## config.mk

```make
export PLATFORM = sky130hd
export DESIGN_NAME = task_8_answer_packer
export DESIGN_NICKNAME = d
export VERILOG_FILES = /design/src/rtl/task_8_answer_packer.sv
export SDC_FILE = /design/constraint.sdc
export NUM_CORES = 1
export LEC_CHECK = 0
export BUFFER_PORTS_ARGS = -buffer_cell sky130_fd_sc_hd__buf_2
export CORE_ASPECT_RATIO = 0.7
export CORE_MARGIN = 2
export CORE_UTILIZATION = 40
export CTS_CLUSTER_DIAMETER = 100
export DETAILED_ROUTE_END_ITERATION = 10
export GPL_ROUTABILITY_DRIVEN = 0
export SKIP_LAST_GASP = 1
export SLEW_MARGIN = 20
export SYNTH_ARGS = -nofsm -noshare
export SYNTH_HDL_FRONTEND = slang
export SYNTH_SLANG_ARGS = --single-unit
```

## constraint.sdc

```tcl
create_clock -name i_clk -period 6.9 [get_ports i_clk]
set_clock_uncertainty 0.1 [all_clocks]
set_input_delay 0.345 -clock i_clk [delete_from_list [all_inputs] [get_ports i_clk]]
set_output_delay 0.345 -clock i_clk [all_outputs]
set_load 0.05 [all_outputs]
```

## src/rtl/task_8_answer_packer.sv

```systemverilog
// task_8_answer_packer: packs 8-bit result bytes into 32-bit answer words.
// A packet closes on a byte flagged last, or when the buffer fills.
// It is then presented to the task manager one word at a time.
// Build option: define TASK_8_PACK_MSB_FIRST_EN to place the first byte of
// each word in bits 31:24 instead of bits 7:0.
module task_8_answer_packer #(
  parameter int DATA_WIDTH_IN  = 8,
  parameter int DATA_WIDTH_OUT = 32,
  parameter int NUM_WORDS      = 8,
  parameter int SIZE_WIDTH     = 12
) (
  input  logic                      i_clk,
  input  logic                      i_rst,
  input  logic [DATA_WIDTH_IN-1:0]  i_data,
  input  logic                      i_data_valid,
  input  logic                      i_data_last,
  output logic                      o_data_ready,
  output logic                      o_drop,
  input  logic                      i_tmanager_ready,
  output logic                      o_tanswer_ready,
  output logic [DATA_WIDTH_OUT-1:0] o_tdata,
  output logic                      o_tanswer_data_last,
  output logic [SIZE_WIDTH-1:0]     o_packet_size_in_bytes
);

  localparam int PTR_W = (NUM_WORDS > 1) ? $clog2(NUM_WORDS) : 1;
  localparam logic [SIZE_WIDTH-1:0] FULL_BYTES = SIZE_WIDTH'(NUM_WORDS * 4);

  typedef enum logic {
    COLLECT = 1'b0,
    SEND    = 1'b1
  } state_t;

  state_t                    state_q, state_d;
  logic [SIZE_WIDTH-1:0]     byte_cnt_q, byte_cnt_d;
  logic [SIZE_WIDTH-1:0]     size_q, size_d;
  logic [PTR_W-1:0]          wr_ptr_q, wr_ptr_d;
  logic [PTR_W-1:0]          rd_ptr_q, rd_ptr_d;
  logic [DATA_WIDTH_OUT-1:0] stage_q, stage_d;
  logic                      drop_q, drop_d;
  logic [DATA_WIDTH_OUT-1:0] mem_q [NUM_WORDS];

  logic                      mem_we;
  logic [DATA_WIDTH_OUT-1:0] mem_wdata;
  logic                      accept;
  logic                      close;
  logic                      handshake;
  logic                      last_word;
  logic [SIZE_WIDTH-1:0]     cnt_inc;
  logic [SIZE_WIDTH-1:0]     words;
  logic [1:0]                lane;
  logic [4:0]                shamt;
  logic [DATA_WIDTH_OUT-1:0] merged;

  // Ready is gated by reset so the upstream stage never sees a stale grant.
  assign o_data_ready = ~i_rst & (state_q == COLLECT);

  // Byte-lane placement, close detection and read-side bookkeeping.
  always_comb begin
    lane = byte_cnt_q[1:0];
`ifdef TASK_8_PACK_MSB_FIRST_EN
    shamt = {~lane, 3'b000};
`else
    shamt = {lane, 3'b000};
`endif
    merged    = stage_q | (DATA_WIDTH_OUT'(i_data) << shamt);
    cnt_inc   = byte_cnt_q + 1'b1;
    words     = (size_q + SIZE_WIDTH'(3)) >> 2;
    accept    = i_data_valid & o_data_ready;
    close     = accept & (i_data_last | (cnt_inc == FULL_BYTES));
    handshake = (state_q == SEND) & i_tmanager_ready;
    last_word = (state_q == SEND) & (SIZE_WIDTH'(rd_ptr_q) == (words - 1'b1));
  end

  // Next-state logic: collect bytes into the staging word, then drain packet.
  always_comb begin
    state_d    = state_q;
    byte_cnt_d = byte_cnt_q;
    size_d     = size_q;
    wr_ptr_d   = wr_ptr_q;
    rd_ptr_d   = rd_ptr_q;
    stage_d    = stage_q;
    drop_d     = i_data_valid & ~o_data_ready;
    mem_we     = 1'b0;
    mem_wdata  = merged;

    case (state_q)
      COLLECT: begin
        if (accept) begin
          byte_cnt_d = cnt_inc;
          stage_d    = merged;
          // A full word, or the tail of a closing packet, goes to the buffer;
          // the staging word restarts at zero so padding lanes read as zero.
          if ((lane == 2'd3) || close) begin
            mem_we   = 1'b1;
            stage_d  = '0;
            wr_ptr_d = wr_ptr_q + 1'b1;
          end
          if (close) begin
            size_d  = cnt_inc;
            state_d = SEND;
          end
        end
      end
      SEND: begin
        if (handshake) begin
          if (last_word) begin
            state_d    = COLLECT;
            rd_ptr_d   = '0;
            wr_ptr_d   = '0;
            byte_cnt_d = '0;
            size_d     = '0;
          end else begin
            rd_ptr_d = rd_ptr_q + 1'b1;
          end
        end
      end
      default: state_d = COLLECT;
    endcase
  end

  // Control registers; reset abandons any partial or pending packet.
  always_ff @(posedge i_clk) begin
    if (i_rst) begin
      state_q    <= COLLECT;
      byte_cnt_q <= '0;
      size_q     <= '0;
      wr_ptr_q   <= '0;
      rd_ptr_q   <= '0;
      stage_q    <= '0;
      drop_q     <= 1'b0;
    end else begin
      state_q    <= state_d;
      byte_cnt_q <= byte_cnt_d;
      size_q     <= size_d;
      wr_ptr_q   <= wr_ptr_d;
      rd_ptr_q   <= rd_ptr_d;
      stage_q    <= stage_d;
      drop_q     <= drop_d;
    end
  end

  // Word buffer; contents are only observed in SEND so it needs no reset.
  always_ff @(posedge i_clk) begin
    if (mem_we) begin
      mem_q[wr_ptr_q] <= mem_wdata;
    end
  end

  assign o_drop                 = drop_q;
  assign o_tanswer_ready        = (state_q == SEND);
  assign o_tdata                = (state_q == SEND) ? mem_q[rd_ptr_q] : '0;
  assign o_tanswer_data_last    = last_word;
  assign o_packet_size_in_bytes = size_q;

endmodule

```

---- Word-level counts from Yosys, hierarchy flattened ----
Memories as Yosys holds them, arrays and structs flattened. A register that Yosys moved wholly into a read port is not among the register bits.
Index checks and enable logic that the tools add are counted.
operators by class
  shift-type cells ........................ 1
  reduce and logical (&&, ||, !) cells .... 6
  div/mod/pow operators ................... 0
  $lt $le $gt $ge ......................... 0
  add/sub/neg operators ................... 5
  muxes and demuxes ....................... 27
  multipliers ............................. 0
  equal/unequal tests ..................... 8
  bitwise operators ....................... 11
operator list
  kind                                                                      number
  32-bit 2-to-1 mux                                                         2
  12-bit 2-to-1 mux                                                         5
  12-bit case mux with 2 select lines                                       2
  32-bit bitwise OR                                                         1
  8-bit by 5-bit left shift with 32-bit output                              1
  3-bit 2-to-1 mux                                                          7
  12-bit by 1-bit adder with 12-bit output (second input constant)          1
  12-bit by 2-bit adder with 12-bit output (second input constant)          1
  12-bit by 6-bit == test with 1-bit output (second input constant)         1
  3-bit by 12-bit == test with 1-bit output                                 1
  10-bit by 1-bit subtractor with 11-bit output (second input constant)     1
  1-bit 2-to-1 mux                                                          9
  4-bit AND reduction                                                       2
  3-bit by 1-bit adder with 3-bit output (second input constant)            2
  1-bit bitwise AND                                                         6
  2-bit inequality test (second input constant)                             3
  3-bit case mux with 2 select lines                                        1
  2-bit by 1-bit inequality test with 1-bit output (second input constant)  2
  2-bit AND reduction                                                       2
  1-bit inverter                                                            3
  3-bit AND reduction                                                       1
  2-bit == test (second input constant)                                     1
  1-bit case mux with 2 select lines                                        1
  1-bit logical OR                                                          1
  1-bit bitwise OR                                                          1
word-level totals
  memory bits (writable) .................. 256
  ROM bits ................................ 0
  input port bits ......................... 13
  register bits after elaboration ......... 64
  memories ................................ 1
  bits in latches ......................... 0
memories
  memory  words  bits a word  rd ports  clocked after Yosys merged registers in  wr ports  RTL line  RTL
  mem_q   8      32           1         1                                        1         41        logic [DATA_WIDTH_OUT-1:0] mem_q [NUM_WORDS];

---- Depth between registers and ports, before layout ----
  word-level depth ........................ 10
  mapped depth ............................ 12

---- Least setup slack after synthesis ----
No wires, ideal clock.
  path kind ............................... reg2reg
  from .................................... register state_q (netlist: o_tanswer_ready)
  to ...................................... memory mem_q[0][0], enable pin
  slack ................................... 1565 ps
  buffers on the path ..................... 2
  arrival ................................. 4734 ps
  data required time ...................... 6299 ps
  cell stages (with the launch flop) ...... 8
  period minus slack after synthesis ...... 5335 ps
  cell sequence ........................... dfxtp_1 clkbuf_1 or2_2 inv_1 and2_1 clkbuf_1 o21ai_1 nor4_1
between the ends
  cells in the longest elaborated chain, start to end .. 10
ends and longest elaborated chain
  element                                     RTL line  RTL
  from (decl)                                 34        state_t state_q, state_d;
  from (signal assigned)                      133       state_q <= state_d;
  1-bit inverter                              --
  1-bit bitwise AND                           56        assign o_data_ready = ~i_rst & (state_q == COLLECT);
  1-bit bitwise AND                           69        accept = i_data_valid & o_data_ready;
  1-bit bitwise AND                           70        close = accept & (i_data_last | (cnt_inc == FULL_BYTES));
  1-bit logical OR                            94        if ((lane == 2'd3) || close) begin
  1-bit 2-to-1 mux                            94
  1-bit 2-to-1 mux                            89        if (accept) begin
  1-bit 2-to-1 mux (*)                        87        case (state_q)
  1-bit 2-to-1 mux (*)                        145       if (mem_we) begin
  1-bit 2-to-1 mux (implied by the code) (*)  146       mem_q[wr_ptr_q] <= mem_wdata;
  to (decl)                                   41
Mark *: on every way between the ends. The rest lies on a longest branch, timed or not.

---- Worst setup path after layout ----
  from .................................... register size_q[2] (netlist: o_packet_size_in_bytes[2])
  to ...................................... output port o_tanswer_data_last
between the ends
  cells in the longest elaborated chain, start to end .. 4
ends and longest elaborated chain
  element                                        RTL line  RTL
  from (decl)                                    36        logic [SIZE_WIDTH-1:0] size_q, size_d;
  from (signal assigned)                         135       size_q <= size_d;
  12-bit by 2-bit adder with 12-bit output       68        words = (size_q + SIZE_WIDTH'(3)) >> 2;
  10-bit by 1-bit subtractor with 11-bit output  72        last_word = (state_q == SEND) & (SIZE_WIDTH'(rd_ptr_q) == (words - 1'b1));
  3-bit by 12-bit == test with 1-bit output      72
  1-bit bitwise AND                              72
  to (decl)                                      22        output logic o_tanswer_data_last,
Every way passes these cells.

==> impl_metrics.env <==
export IMPL_critPathArrivalTime_ns=3.37
export IMPL_cts_num_sinks=323
export IMPL_clockBufferDepth=3
export IMPL_fill_cells=2778
export IMPL_synth_mux_area_share_pct=14.93
export IMPL_drc=0
export IMPL_dieArea_sq_um=33850
export IMPL_syn2layout_area_growth_pct=13.99
export IMPL_setup_viol=0
export IMPL_antenna_cells=0
export IMPL_hpwlAfterDp_um=15980
export IMPL_yosys_warnings=0
export IMPL_clkTransAtPathRegs_ns=0.06
export IMPL_ant_nets=0
export IMPL_yosysSeqAreaShare_pct=69.73
export IMPL_synth_compound_area_share_pct=5.034
export IMPL_layout_commonest_cell="edfxtp_1"
export IMPL_core_sq_um=32070
export IMPL_antenna_found_initial=0
export IMPL_final_max_slew_viol_count=0
export IMPL_power_density_nw_per_um2=274.0
export IMPL_hold_slack_ns=0.03156
export IMPL_clock_latency_ns=0.56
export IMPL_viasPerCell=5.316
export IMPL_tightest_slew_ns=1.003
export IMPL_netlist_instances=794
export IMPL_grt_pass1_vias=6819
export IMPL_synthesis_nets=811
export IMPL_outcome="completed"
export IMPL_crit_path_frequent_cell="xnor2_1"
export IMPL_min_period_ns=3.819
export IMPL_track_usage_pct=16.02
export IMPL_crit_type="register to primary output"
export IMPL_synth_area_sq_um=12950
export IMPL_hp_class="primary input to register"
export IMPL_cts_buffers=31
export IMPL_cp_slowest_cell="nor4_1"
export IMPL_hold_violations=0
export IMPL_async_flop_share_pct=0
export IMPL_wl_um=26400
export IMPL_fp_dieH_um=154.5
export IMPL_yosys_area_share_simple_pct=7.025
export IMPL_synth_edf_count=256
export IMPL_max_freq_mhz=261.8
export IMPL_required_ns=6.45
export IMPL_post_place_ws_ns=2.881
export IMPL_ys_ff_latch=323
export IMPL_start_kind="register"
export IMPL_die_x_um=219.0
export IMPL_wl_per_cell_um=20.23
export IMPL_cpPeakStageDelay_ns=0.59
export IMPL_slew_headroom_pct=33.14
export IMPL_post_route_cells_drive_above_1_share_pct=23.35
export IMPL_portBuffers=60
export IMPL_num_nets_final=871
export IMPL_peakVddDrop_v=0.0001727
export IMPL_grt_max_degree=57
export IMPL_cts_root_buffer="clkbuf_16"
export IMPL_cts_hold_buf=0
export IMPL_start_util_pct=40.38
export IMPL_post_cts_buffers=0
export IMPL_synth_top_family_by_area="multiplexers"
export IMPL_vias=6938
export IMPL_critical_path_top_delay_family="simple AND/OR/NAND/NOR gates"
export IMPL_cp_cell_sequence="o21ai_0 > xor2_1 > ha_1 > xnor2_1 > xnor2_1 > mux2_4 > nor4_1 > and2_1 > buf_2"
export IMPL_cts_resized=0
export IMPL_setup_tns_ns=0
export IMPL_grt_pass1_wl_um=41330
export IMPL_rsz0062_at_grt="no"
export IMPL_drt_iter0_markers=606
export IMPL_grt_ovfl_total=0
export IMPL_cap_violations=0
export IMPL_cts_htree_levels=1
export IMPL_final_cell_mix="edfxtp_1 (256), nor2_1 (80), mux4_2 (64), dfxtp_1 (64), buf_2 (60)"
export IMPL_synth_avg_cell_area_sq_um=16.31
export IMPL_post_synth_num_cell_types=51
export IMPL_synth_top_flop_cell="edfxtp_1"
export IMPL_synthAdderAreaFrac_pct=0.3865
export IMPL_firstDrtPassIters=5
export IMPL_setup_ws_ns=3.081
export IMPL_num_rows=55
export IMPL_cp_max_fo=7
export IMPL_cts_tree="yes"
export IMPL_end_kind="primary output"
export IMPL_cp_buffers_inverters=1
export IMPL_boundaryPins=61
export IMPL_power_leakage_nw=4.964
export IMPL_synth_xor_area_share_pct=1.324
export IMPL_period_share_pct=55.35
-- worst min-delay path, stage by stage --
cell and delay (ns):
buf_2 0.13, a211o_1 0.13, nand2_1 0.05
-- Yosys cell counts, types with 2 or more instances --
cell	count	share of area [%]
ha_1	4	0.39
inv_1	4	0.12
mux2_4	2	0.23
or3_1	5	0.24
nand3b_1	7	0.41
nand2b_1	10	0.48
mux4_2	64	11
a31oi_1	4	0.19
edfxtp_1	256	59
buf_2	3	0.12
clkbuf_1	29	0.84
xor2_1	8	0.54
nand4b_1	5	0.34
and3_1	3	0.14
buf_1	11	0.32
nor3_1	9	0.35
a21oi_1	11	0.43
xnor2_1	9	0.61
nor3b_1	2	0.12
and2_1	5	0.24
o21ai_0	45	1.7
nand4_1	4	0.19
nor2b_1	9	0.43
dfxtp_1	67	10
nor4_1	4	0.19
nand3_1	7	0.27
nor2_1	83	2.4
a21o_1	32	1.9
nand2_1	26	0.75
mux2i_1	45	3.5
-- per-stage QoR --
step	instance area, sq um	std cells	total power [W]	utilization (%)
global placement	13750	1248	0.002404	42.87
floorplan	12950	794	0.002338	-
detailed placement	13750	1248	0.002407	42.87
finish	14760	1305	0.004045	46.03
global route	14760	1305	0.004188	46.03
CTS	14760	1305	0.004097	46.02
-- sequential cells by signal, indices dropped and copies added (netlist names), named ones only --
| name | count |
|---|---|
| o_tanswer_ready | 1 |
| mem_q | 256 |
| o_packet_size_in_bytes | 12 |
| rd_ptr_q | 3 |
| stage_q | 32 |
| byte_cnt_q | 12 |
| o_drop | 1 |
| wr_ptr_q | 3 |
-- final cells by class --
class                      instances  area (sq um)  area share [%]
timing repair buffer              73         397.9           2.696
clock inverter                    21         217.7           1.475
inverter                           4         15.01          0.1017
clock buffer                      36         794.5           5.383
multi-input combinational        421          3766           25.51
sequential                       323          9035           61.21
tap                              427         534.3           3.620
-- power breakdown --
group	switching [W]	internal [W]	total, W
registers	0.0000182	0.00212	0.00214
clock network	0.000709	0.000974	0.00168
logic	0.000150	0.0000717	0.000222
total	0.000877	0.00317	0.00405
-- kinds of logic (layout without fill, tap and decap cells) --
family	Yosys count	in the layout
buffers and inverters	50	134
AOI/OAI and AO/OA	103	103
DFF	323	323
muxes	112	112
xor gates and xnor gates	18	18
and+or+nand+nor	184	184
adders and majority gates	4	4
-- per-layer routing --
metal | part of all wire [%] | wire, um | vias to the layer above | GRT usage, %
li1 | - | - | 3206 | -
met1 | 51 | 13380 | 3550 | 25.62
met2 | 43 | 11240 | 146 | 22.86
met3 | 5.2 | 1367 | 36 | 2.812
met4 | 1.6 | 417 | 0 | 3.153
met5 | 0 | 0 | - | 0
-- final timing paths --
path / start / endpoint / slack [ns] / depth (start not counted)
max: o_packet_size_in_bytes[2] / o_tanswer_data_last / 3.08 / 9
min: i_tmanager_ready / o_tanswer_ready / 0.03 / 3
max reg2reg: o_packet_size_in_bytes[2] / byte_cnt_q[11] / 3.31 / 9
min reg2reg: rd_ptr_q[0] / register / 0.41 / 2
No activity file was read; power rests on OpenSTA's default activity.
